<file path="config.mk">
export PLATFORM = sky130hd
export DESIGN_NAME = time_counter
export DESIGN_NICKNAME = d
export VERILOG_FILES = /design/src/rtl/alarm_pkg.sv /design/src/rtl/bcd_mod_counter.sv /design/src/rtl/time_counter.sv
export SDC_FILE = /design/constraint.sdc
export NUM_CORES = 1
export LEC_CHECK = 0
export ABC_AREA = 1
export BUFFER_PORTS_ARGS = -buffer_cell sky130_fd_sc_hd__buf_4
export CAP_MARGIN = 5
export CORE_MARGIN = 1
export CORE_UTILIZATION = 54
export CTS_CLUSTER_DIAMETER = 40
export DETAILED_ROUTE_END_ITERATION = 8
export PLACE_DENSITY_LB_ADDON = 0.2
export SLEW_MARGIN = 20
export SYNTH_ARGS = -nofsm -noshare
export SYNTH_HDL_FRONTEND = slang
export SYNTH_SLANG_ARGS = --single-unit
</file>
<file path="constraint.sdc">
create_clock -name clk -period 2.9 [get_ports clk]
set_input_delay 0 -clock clk [delete_from_list [all_inputs] [get_ports clk]]
set_output_delay 0 -clock clk [all_outputs]
set_load 0.05 [all_outputs]
</file>
<file path="src/rtl/alarm_pkg.sv">
// Shared types and time limits for the clock/alarm block (time counter and alarm sound controller).
// Latency: n/a (declarations only).
// Backpressure: n/a.
package alarm_pkg;

  // One BCD digit.
  typedef logic [3:0] bcd_t;

  // Largest legal value of each time field, in decimal.
  localparam int SEC_MAX  = 59;
  localparam int MIN_MAX  = 59;
  localparam int HOUR_MAX = 23;

  // Tens and ones digits of a two-digit decimal value.
  function automatic bcd_t bcd_tens(input int value);
    return bcd_t'(value / 10);
  endfunction

  function automatic bcd_t bcd_ones(input int value);
    return bcd_t'(value % 10);
  endfunction

endpackage

</file>
<file path="src/rtl/bcd_mod_counter.sv">
// Two-digit BCD modulo counter: counts 00..MAX and wraps back to 00.
// Latency: digits update on the clk edge that samples inc; wrap is combinational in that same cycle.
// Backpressure: none; every inc pulse is applied, clr wins over inc.
//
// Ports:
//   clk, rstn   clock and asynchronous active-low reset (digits -> 00)
//   clr         synchronous clear to 00, takes priority over inc
//   inc         advance by one on this edge
//   tens, ones  registered BCD digit pair
//   wrap        high when this inc takes the count from MAX back to 00 (carry to the next field)
module bcd_mod_counter
  import alarm_pkg::*;
#(
  parameter int MAX = 59
) (
  input  logic       clk,
  input  logic       rstn,
  input  logic       clr,
  input  logic       inc,
  output logic [3:0] tens,
  output logic [3:0] ones,
  output logic       wrap
);

  localparam bcd_t MAX_TENS = bcd_tens(MAX);
  localparam bcd_t MAX_ONES = bcd_ones(MAX);

  logic at_max;

  // A count at or past MAX (never reached from reset, but kept safe) wraps to 00,
  // so the outputs can only ever hold legal BCD in range.
  assign at_max = (tens > MAX_TENS) ||
                  ((tens == MAX_TENS) && (ones >= MAX_ONES));
  assign wrap   = inc & ~clr & at_max;

  always_ff @(posedge clk or negedge rstn) begin
    if (!rstn) begin
      tens <= 4'd0;
      ones <= 4'd0;
    end else if (clr) begin
      tens <= 4'd0;
      ones <= 4'd0;
    end else if (inc) begin
      if (at_max) begin
        tens <= 4'd0;
        ones <= 4'd0;
      end else if (ones >= 4'd9) begin
        tens <= tens + 4'd1;
        ones <= 4'd0;
      end else begin
        ones <= ones + 4'd1;
      end
    end
  end

endmodule

</file>
<file path="src/rtl/time_counter.sv">
// Time-of-day counter HH:MM:SS in BCD, driven by a CLK_HZ prescaler, with a set mode for minutes/hours.
// Latency: digits and sec_tick/min_tick change together one clk edge after the prescaler reaches CLK_HZ-1.
// Backpressure: none; inc_min/inc_hour pulses are applied on the edge that samples them (set mode only).
//
// Ports:
//   clk, rstn                 clock and asynchronous active-low reset (time 00:00:00, ticks low)
//   set_mode                  high: time frozen, seconds held at 00, inc_min/inc_hour enabled
//   inc_min, inc_hour         single-cycle debounced pulses, +1 minute / +1 hour in set mode
//   sec_tick                  one-cycle pulse in the cycle new digits of each second are visible
//   min_tick                  one-cycle pulse alongside sec_tick when seconds roll 59 -> 00
//   hourdec_now .. secone_now registered BCD digits of the current time
module time_counter
  import alarm_pkg::*;
#(
  parameter int CLK_HZ = 50_000_000
) (
  input  logic       clk,
  input  logic       rstn,
  input  logic       set_mode,
  input  logic       inc_min,
  input  logic       inc_hour,
  output logic       sec_tick,
  output logic       min_tick,
  output logic [3:0] hourdec_now,
  output logic [3:0] hourone_now,
  output logic [3:0] mindec_now,
  output logic [3:0] minone_now,
  output logic [3:0] secdec_now,
  output logic [3:0] secone_now
);

  localparam int            PW         = (CLK_HZ > 1) ? $clog2(CLK_HZ) : 1;
  localparam logic [PW-1:0] PRESC_LAST = PW'(CLK_HZ - 1);

  logic [PW-1:0] presc;
  logic          sec_due;
  logic          sec_wrap;
  logic          min_wrap;
  logic          min_inc;
  logic          hour_inc;
  logic          hour_wrap_unused;

  // A second elapses on the edge where the prescaler sits at its last count.
  // Gating with set_mode discards a tick that coincides with entering set mode.
  assign sec_due = ~set_mode & (presc == PRESC_LAST);

  always_ff @(posedge clk or negedge rstn) begin
    if (!rstn) begin
      presc <= '0;
    end else if (set_mode || sec_due) begin
      presc <= '0;
    end else begin
      presc <= presc + PW'(1);
    end
  end

  // Ticks are registered so they line up with the digit registers they describe.
  always_ff @(posedge clk or negedge rstn) begin
    if (!rstn) begin
      sec_tick <= 1'b0;
      min_tick <= 1'b0;
    end else begin
      sec_tick <= sec_due;
      min_tick <= sec_wrap;
    end
  end

  // In set mode the buttons drive minutes and hours directly and carries are
  // cut, so minutes wrap 59 -> 00 without touching the hour. While running the
  // buttons are ignored and only the carry chain advances the fields.
  assign min_inc  = set_mode ? inc_min  : sec_wrap;
  assign hour_inc = set_mode ? inc_hour : min_wrap;

  bcd_mod_counter #(
    .MAX (SEC_MAX)
  ) u_sec (
    .clk  (clk),
    .rstn (rstn),
    .clr  (set_mode),
    .inc  (sec_due),
    .tens (secdec_now),
    .ones (secone_now),
    .wrap (sec_wrap)
  );

  bcd_mod_counter #(
    .MAX (MIN_MAX)
  ) u_min (
    .clk  (clk),
    .rstn (rstn),
    .clr  (1'b0),
    .inc  (min_inc),
    .tens (mindec_now),
    .ones (minone_now),
    .wrap (min_wrap)
  );

  // Hours wrap 23 -> 00 with no further carry; the wrap output goes nowhere.
  bcd_mod_counter #(
    .MAX (HOUR_MAX)
  ) u_hour (
    .clk  (clk),
    .rstn (rstn),
    .clr  (1'b0),
    .inc  (hour_inc),
    .tens (hourdec_now),
    .ones (hourone_now),
    .wrap (hour_wrap_unused)
  );

endmodule

</file>
==> reports/metrics.csv, run 1 <==
metric,value,unit
row count,27,
antenna violations before repair,0,
count of buffer and inverter cells on the critical path,1,
Final Power,2.43,mW
GRT Total Usage,0.240,
largest net degree at the start of global routing,53,
max incr delay on CP,400,ps
"Largest delay share family, worst path",simple AND/OR/NAND/NOR gates,
clk slew on worst S/H paths,90,ps
Post-route DRC,0,
Yosys cell types,37,
worst clock skew,7.24,ps
Syn Nets,423,
total CTS buffers,5,
Max-cap violations,0,
Via Count,2658,
Min-Delay Path Class,primary input to flop,
main area contributors after synthesis,"dfrtp_1, nand2_1, ha_1",
Yosys top cell by area,dfrtp_1,
yosys warns,0,
post-DR vias/cell,5.23,
# resized after CTS,0,
Port Buffers,30,
Core Box Area,0.00557,sq mm
syn avg cell area,7.87,sq um
status,"finished, final reports clean",
"IR drop worst, VDD",0.000402,V
Initial DRT Pass Iterations,4,
post-DP HPWL,4.95,mm
crit start category,flop,
later-pin clock latency in the skew report,310,ps
Syn Inst Count,400,
period utilization,0.722,
pwr/cell area,681,mW/mm^2
leakage power,1.74,nW
min Tclk post-route,2090,ps
WL final,6.48,mm
Crit Path Class,flop to flop,
drt wl/cell,12.8,um
Worst setup EP type,flop,
Tightest Pin Transition,641,ps
CTS tree,done,
setup tns final,0,ps
DR iter-0 viols,136,
first-pass GRT wire length,11.5,mm
Post-CTS Setup Inserts,0,
CP Cell Sequence,ha_1 > nand3_2 > nor2_1 > nand2_1 > nor2_4 > nor2_2 > inv_2 > o21ai_2 > nand2_1 > o21ai_0,
Final ANT Viol Nets,0,
layout cells sized above 1,0.156,
die footprint,0.00614,sq mm
crit path max fanout,23,
top-area cell type share of the netlist area,0.414,
Post-Syn Area,0.00315,sq mm
die outline height,78.3,um
# H-tree levels,2,
clock root buffer,clkbuf_8,
Final Hold Vio Count,0,
clk buf depth,2,
Critical-path top delay cell,dfrtp_1,
RSZ-0062 raised after global routing,no,
fmax,478,MHz
gp weighted congestion,0.906,
# diodes,0,
max-slew violations,0,
nets@finish,458,
Clock Sinks,52,
final setup vio count,0,
vias in the first global route,2564,
global route total overflow,0,
Die X,78.3,um
"Req. time, crit path",3080,ps
"most used cell, CP",nand2_1,
io pins,31,
number of synthesized register bits,52,
Critical Path AT,2280,ps
max_slew headroom,0.573,
"Seq/Total Area, Yosys",0.414,
Syn-to-layout area delta,13.5,%
Initial Util,0.565,
==> path summary, 6_finish.rpt <==
check	from	endpoint	slack (ps)	cells after the start
worst max-delay path	presc[0]	u_sec.tens[1]	810	10
worst min-delay path	inc_min	u_min.ones[0]	120	4
worst max register to register	presc[0]	u_sec.tens[1]	810	10
worst min register to register	presc[0]	presc[0]	490	1
max in group asynchronous	rstn	u_sec.ones[3]	2220	2
min in group asynchronous	rstn	u_min.ones[2]	260	2
==> layout by cell type (no fill, tap or decap), types with 3 or more instances in the layout <==
cell type / n
nand3_1: 29
buf_4: 30
o21ai_0: 10
nand2_1: 76
dlygate4sd3_1: 3
nand2_2: 4
xor2_1: 13
a31oi_1: 4
nand4_1: 12
inv_2: 6
nor3_1: 13
xnor2_1: 5
a21oi_1: 7
o21ai_2: 5
o21ai_1: 11
inv_1: 48
nor2_2: 4
nor2_1: 58
dfrtp_1: 52
clkbuf_8: 5
ha_1: 18
==> flip-flops by register name, indices dropped and copies added (netlist names), 4 cells and up <==
| register | flops |
|---|---|
| presc | 26 |
| u_sec.ones | 4 |
| u_hour.tens | 4 |
| u_sec.tens | 4 |
| u_hour.ones | 4 |
| u_min.tens | 4 |
| u_min.ones | 4 |
==> cells by family after synthesis <==
kind of cell	Yosys count	share of synthesized area
AND/OR/NAND/NOR	212	0.314
buffers and inverters	59	0.0743
flip-flops	52	0.414
AO/OA/AOI/OAI	41	0.0767
XOR/XNOR	18	0.0501
adder cells (fa/ha/maj)	18	0.0716
==> through the flow <==
step / cells / setup slack (ps) / hold slack, ps / utilization / cell area (sq um)
floorplan: 400 / 946 / -296 / - / 3150
global placement: 497 / 871 / 69.3 / 0.615 / 3430
detailed placement: 497 / 790 / 72.3 / 0.615 / 3430
CTS: 508 / 769 / 128 / 0.641 / 3570
global route: 508 / 581 / 143 / 0.641 / 3570
finish: 508 / 807 / 121 / 0.641 / 3570
==> worst reg2reg max path: cells and delay by family (launching register included) <==
family / cells / cell delay (ps)
simple gates: 6 / 700
flops: 1 / 400
buf+inv: 1 / 310
fa+ha+maj: 1 / 290
compound gates: 2 / 270
==> cell usage after synthesis, drive strengths merged <==
master	number
nand2	81
nor2	64
inv	54
dfrtp	52
nand3	31
o21ai	26
ha	18
nor3	16
nand4	13
xor2	13
a21oi	7
xnor2	5
a31oi	4
buf	4
or2	2
a21boi	1
and2	1
and3	1
clkbuf	1
nand3b	1
nor3b	1
nor4	1
o211a	1
o21a	1
o21bai	1
==> power breakdown <==
| group | switching (mW) | leakage [nW] | total [mW] | internal (mW) |
|---|---|---|---|---|
| Combinational | 0.679 | 0.983 | 0.993 | 0.313 |
| Sequential | 0.128 | 0.707 | 0.946 | 0.818 |
| Clock | 0.237 | 0.0541 | 0.493 | 0.255 |
==> layout make-up <==
class / count / area (sq um)
fill: 518 / 2000
tap: 72 / 90.1
sequential: 52 / 1300
clock inverter: 3 / 42.5
clock buffer: 5 / 68.8
inverter: 54 / 203
multi-input combinational: 289 / 1610
timing repair buffer: 33 / 255
==> routing by layer <==
layer,GRT usage,up-vias,wire (um)
li1,-,1361,-
met1,0.321,1227,3020
met2,0.382,55,3050
met3,0.0430,15,274
met4,0.106,0,138
met5,0,-,0
==> repair_timing <==
action / CTS / global route
setup endpoints to repair: 0 / 0
hold buffers: 3 / 0
endpoints found under the hold margin: 55 / 0
Note: power is estimated with default switching activity, not from simulation.
==> run 2, diff against run 1 <==
--- a/config.mk
+++ b/config.mk
@@ -5,7 +5,7 @@
 export SDC_FILE = /design/constraint.sdc
 export NUM_CORES = 1
 export LEC_CHECK = 0
-export ABC_AREA = 1
+export ABC_AREA = 0
 export BUFFER_PORTS_ARGS = -buffer_cell sky130_fd_sc_hd__buf_4
 export CAP_MARGIN = 5
 export CORE_MARGIN = 1
==> constraint.sdc (replaced) <==
create_clock -name clk -period 2.2 [get_ports clk]
set_input_delay 0 -clock clk [delete_from_list [all_inputs] [get_ports clk]]
set_output_delay 0 -clock clk [all_outputs]
set_load 0.05 [all_outputs]
==> reports/metrics.csv, run 2 <==
metric,value,unit,change
io pins,31,,unchanged
"Seq/Total Area, Yosys",0.448,,+0.0342
drt wl/cell,14.3,um,+12%
final worst slack,61.7,ps,-745 ps
status,"finished, final reports clean",,
sequential share of power,0.392,,+0.003
yosys warns,0,,unchanged
final setup vio count,0,,unchanged
Initial DRT Pass Iterations,4,,unchanged
Worst setup EP type,flop,,
setup tns final,0,ps,unchanged
Post-Syn Area,0.00291,sq mm,-7.6%
CTS tree,done,,
antenna violations before repair,0,,unchanged
# diodes,0,,unchanged
GRT Max-Usage Layer,met2,,
Syn Inst Count,290,,-28%
Layout Utilization,0.664,,+0.0235
# placed instances,396,,-20%
Switch Pwr,1.36,mW,+30%
Post-synth EDFFs,0,,unchanged
"commonest non-fill, non-tap cell in the layout",dfrtp_1,,
Tightest Pin Transition,656,ps,+14.5 ps
Post-synth top flop,dfrtp_1,,
fill cell count,434,,-16%
min Tclk post-route,2140,ps,+44.8 ps
Crit Path Class,flop to flop,,
clk buf depth,2,,unchanged
die outline height,75.4,um,-3.8%
met2 Usage GRT,0.379,,-0.00261
Yosys cell types,52,,+41%
max_slew headroom,0.563,,-0.00965
later-pin clock latency in the skew report,310,ps,about the same
RSZ-0062 raised after global routing,yes,,
Final ANT Viol Nets,0,,unchanged
Post-route DRC,0,,unchanged
Initial Util,0.565,,+0.000948
gp weighted congestion,0.791,,-13%
fmax,468,MHz,-2.1%
total CTS buffers,5,,unchanged
crit start category,flop,,
Port Buffers,30,,unchanged
synth cell count leaders,"dfrtp_1, nor2_1, nand3_1",,
Critical Path AT,2330,ps,+50 ps
Pint,1.84,mW,+33%
GRT Total Usage,0.225,,-0.0146
leakage power,1.55,nW,-11%
final cell count without fillers,406,,-20%
nets@finish,358,,-22%
post-DP HPWL,4.11,mm,-17%
Net Sw Frac,0.426,,-0.00411
"IR drop worst, VDD",0.000631,V,+57%
most frequent cells in the layout,"dfrtp_1, buf_4, nor2_1",,
met3 usage in global routing,0.0489,,+0.00592
Core Box Area,0.00514,sq mm,-7.8%
Gate power share,0.433,,+0.025
pwr/cell area,938,mW/mm^2,+38%
Syn Nets,313,,-26%
M1 GR Usage,0.288,,-0.0333
top-area cell type share of the netlist area,0.448,,+0.0342
DR iter-0 viols,93,,-32%
Die X,75.4,um,-3.8%
main area contributors after synthesis,"dfrtp_1, ha_1, xnor2_1",,
number of synthesized register bits,52,,unchanged
vias in the first global route,2210,,-14%
global route total overflow,0,,unchanged
post-DR vias/cell,5.65,,+8.0%
Syn-to-layout area delta,17.5,%,
most common cell in the netlist,dfrtp_1,,
worst clock skew,6.56,ps,-0.676 ps
largest register by flop count,presc,,
Clock Power Share,0.175,,-0.028
die footprint,0.00568,sq mm,-7.4%
syn avg cell area,10.0,sq um,+27%
Min-Delay Path Class,primary input to flop,,
Via Count,2295,,-14%
max reg flops,26,,unchanged
clock root buffer,clkbuf_8,,
WL final,5.81,mm,-10%
row count,26,,-3.7%
clk slew on worst S/H paths,90,ps,about the same
max-slew violations,0,,unchanged
largest net degree at the start of global routing,53,,unchanged
Final Hold Vio Count,0,,unchanged
Yosys top cell by area,dfrtp_1,,
"Req. time, crit path",2390,ps,-690 ps
period utilization,0.972,,+0.250
Setup WS pre-CTS,29.4,ps,-761 ps
asr flop ratio synth,1.00,,unchanged
Max-cap violations,0,,unchanged
layout cells sized above 1,0.253,,+0.0970
# H-tree levels,2,,unchanged
crit path max fanout,5,,-78%
first-pass GRT wire length,9.71,mm,-16%
Clock Sinks,52,,unchanged
## run 2: logic make-up after synthesis
kind of cell / after synthesis / synth area share
AOI/OAI and AO/OA: 45 / 0.119
and+or+nand+nor: 125 / 0.236
muxes: 5 / 0.0185
adders and majority gates: 18 / 0.0775
xor gates and xnor gates: 21 / 0.0633
DFF: 52 / 0.448
buffers and inverters: 24 / 0.0379
## run 2: critical path, stage by stage, from the launching register on
cell and delay [ps]:
dfrtp_2 450, inv_2 70, ha_1 140, or3b_4 410, a211oi_4 330, a2111oi_4 80, o21ai_2 190, mux2_2 350
## run 2: final cells by class
type | count | area, sq um | area share
inverters | 18 | 67.6 | 0.0198
multi-input cells | 214 | 1520 | 0.444
well taps | 70 | 87.6 | 0.0257
clock inverters | 1 | 7.51 | 0.00220
flip-flops and latches | 52 | 1310 | 0.384
clock buffers | 7 | 86.3 | 0.0253
repair buffers | 44 | 337 | 0.0986
## run 2: what timing repair did
action / CTS / global route
setup buffers: 0 / 1
hold buffers: 1 / 0
endpoints found under the hold margin: 52 / 0
gates resized for setup: 0 / 5
setup endpoints to repair: 0 / 13
## run 2: path summary, 6_finish.rpt
check	slack (ps)	cells past startpoint	endpoint	start
hold reg to reg	490	1	presc[0]	presc[0]
hold / removal	100	4	u_min.ones[1]	inc_min
setup reg to reg	60	7	u_hour.tens[1]	u_sec.ones[0]
min in group asynchronous	260	2	u_sec.ones[2]	rstn
setup / recovery	60	7	u_hour.tens[1]	u_sec.ones[0]
max in group asynchronous	1470	2	u_min.ones[0]	rstn
## run 2: stage by stage
step	instance area, sq um	hold WS [ps]	total power [mW]
detailed placement	3290	76.4	2.64
global route	3410	122	3.43
global placement	3290	72.1	2.60
CTS	3390	99.8	3.22
finish	3410	105	3.20
floorplan	2930	-296	2.20
## run 2: metal layers
layer	share of wire	wire length (um)	vias to the layer above
met5	0	0	-
met4	0.012	71	0
met3	0.040	230	8
met2	0.49	2860	41
met1	0.46	2650	1127
li1	-	-	1119
## run 2: power groups by stage
stage / sequential (mW) / clock, mW / combinational, mW
global placement: 1.27 / 0 / 1.33
floorplan: 1.68 / 0 / 0.527
CTS: 1.26 / 0.583 / 1.37
finish: 1.26 / 0.560 / 1.39
global route: 1.28 / 0.629 / 1.52
detailed placement: 1.28 / 0 / 1.37
==> run 3, diff against run 2 <==
--- a/config.mk
+++ b/config.mk
@@ -13,6 +13,7 @@
 export CTS_CLUSTER_DIAMETER = 40
 export DETAILED_ROUTE_END_ITERATION = 8
 export PLACE_DENSITY_LB_ADDON = 0.2
+export REMOVE_ABC_BUFFERS = 1
 export SLEW_MARGIN = 20
 export SYNTH_ARGS = -nofsm -noshare
 export SYNTH_HDL_FRONTEND = slang
==> reports/metrics.csv, run 3 (same netlist as run 2, synthesis figures left out) <==
metric,value,unit,change
Core Box Area,0.00514,sq mm,unchanged
post-DP HPWL,4.11,mm,about the same
CP Cell Sequence,inv_1 > ha_1 > or3b_2 > nand4_1 > a2111oi_4 > o21ai_2 > mux2_2,,
Critical Path Source,u_min.ones[0],,
Clock Sinks,52,,unchanged
final setup vio count,0,,unchanged
Max-cap violations,0,,unchanged
"Largest delay share family, worst path",simple AND/OR/NAND/NOR gates,,
Port Buffers,30,,unchanged
Via Count,2303,,+0.35%
largest register by flop count,presc,,
"Req. time, crit path",2400,ps,about the same
Worst setup EP type,flop,,
Critical Path AT,2290,ps,-40 ps
Min-Delay Path Class,primary input to flop,,
clock root buffer,clkbuf_8,,
Placed Area,0.00329,sq mm,-0.11%
clk buf depth,2,,unchanged
die outline height,75.4,um,unchanged
r2r startpoint,u_min.ones[0],,
Layout Utilization,0.676,,+0.0112
Final Hold Vio Count,0,,unchanged
met2 Usage GRT,0.365,,-0.0139
max incr delay on CP,470,ps,+20 ps
Setup crit end,u_hour.tens[1],,
Die X,75.4,um,unchanged
first-pass GRT wire length,9.84,mm,+1.3%
Crit Path Class,flop to flop,,
vias in the first global route,2126,,-3.8%
# diodes,0,,unchanged
"commonest non-fill, non-tap cell in the layout",buf_4,,
Setup WS pre-CTS,-28.2,ps,-57.6 ps
WL final,5.88,mm,+1.2%
crit start category,flop,,
layout cells sized above 1,0.246,,-0.00660
Initial Util,0.565,,unchanged
crit path max fanout,3,,-2
global route total overflow,0,,unchanged
max reg flops,26,,unchanged
total CTS buffers,5,,unchanged
io pins,31,,unchanged
Tightest Pin Transition,676,ps,+20.7 ps
M1 GR Usage,0.319,,+0.0308
DR iter-0 viols,102,,+9.7%
worst clock skew,9.91,ps,+3.34 ps
max_slew headroom,0.549,,-0.0138
fill cell count,452,,+4.1%
Final Power,3.21,mW,+0.24%
Reg-to-Reg End,u_hour.tens[1],,
final non-filler cell area,0.00347,sq mm,+1.7%
nets@finish,367,,+2.5%
R2R depth,7,,unchanged
antenna violations before repair,0,,unchanged
min Tclk post-route,2090,ps,-44.8 ps
Levels on crit path,7,,unchanged
pwr/cell area,925,mW/mm^2,-1.4%
Syn-to-layout area delta,19.5,%,
met3 usage in global routing,0.0331,,-0.0159
drt wl/cell,14.2,um,-1.0%
later-pin clock latency in the skew report,310,ps,about the same
CTS tree,done,,
# H-tree levels,2,,unchanged
Post-route DRC,0,,unchanged
post-DR vias/cell,5.55,,-1.8%
die footprint,0.00568,sq mm,unchanged
gp weighted congestion,0.824,,+4.1%
count of buffer and inverter cells on the critical path,1,,unchanged
Initial DRT Pass Iterations,4,,unchanged
max-slew violations,0,,unchanged
clk slew on worst S/H paths,90,ps,about the same
GRT Max-Usage Layer,met2,,
GRT Total Usage,0.228,,+0.00211
largest net degree at the start of global routing,53,,unchanged
hold slack,87.1,ps,-17.4 ps
Critical-path top delay cell,or3b_2,,
period utilization,0.952,,-0.0203
most frequent cells in the layout,"buf_4, dfrtp_1, nor2_1",,
leakage power,1.60,nW,+3.3%
status,"finished, final reports clean",,
final worst slack,106,ps,+44.8 ps
fmax,478,MHz,+2.1%
reg-to-reg setup timing slack,110,ps,+40 ps
row count,26,,unchanged
Final ANT Viol Nets,0,,unchanged
"IR drop worst, VDD",0.000661,V,+4.7%
[run 3: cell count changes in the layout (fill, tap and decap cells not counted), sizes merged]
cell / delta
buf: +9
clkbuf: -1
clkinvlp: +1
[run 3: cell type report]
type	count	area [sq um]	area share
inverter	18	67.6	0.0195
timing repair buffer	53	400	0.115
sequential	52	1300	0.375
clock buffer	6	82.6	0.0238
clock inverter	2	15.0	0.00432
tap	70	87.6	0.0252
multi-input combinational	214	1520	0.437
[run 3: worst min-delay path, stage by stage]
cell	delay, ps
buf_4	80
nand2_1	110
nand3_1	110
o31ai_1	60
[run 3: power breakdown]
group          total, mW  internal, mW  switching [mW]
combinational       1.39         0.499           0.888
clock              0.577         0.255           0.322
sequential          1.25          1.08           0.163
[run 3: metal layers]
metal,part of all wire,vias to the layer above
li1,-,1137
met1,0.49,1126
met2,0.47,35
met3,0.027,5
met4,0.012,0
met5,0,-
[run 3: stage by stage]
step	TNS (ps)	cells
2_1_floorplan	-9460	284
3_3_place_gp	0	398
3_5_place_dp	-68.3	398
4_1_cts	0	408
5_1_grt	-34.9	415
6_report	0	415
[run 3: worst min path at each step]
stage	from	end	slack, ps	cells past startpoint
finish	inc_hour	u_hour.ones[1]	90	4
global route	inc_hour	u_hour.tens[3]	100	3
CTS	inc_hour	u_hour.ones[1]	70	4
detailed placement	rstn	presc[14]	90	1
global placement	rstn	presc[14]	70	1
floorplan	rstn	min_tick	-300	0
[run 3: timing repair]
action | CTS | global route
endpoints found under the setup margin | 4 | 14
resized for setup | 1 | 4
setup buffers | 1 | 7
pin swaps | 2 | 5
hold endpoints to repair | 52 | 0
hold buffers | 1 | 0
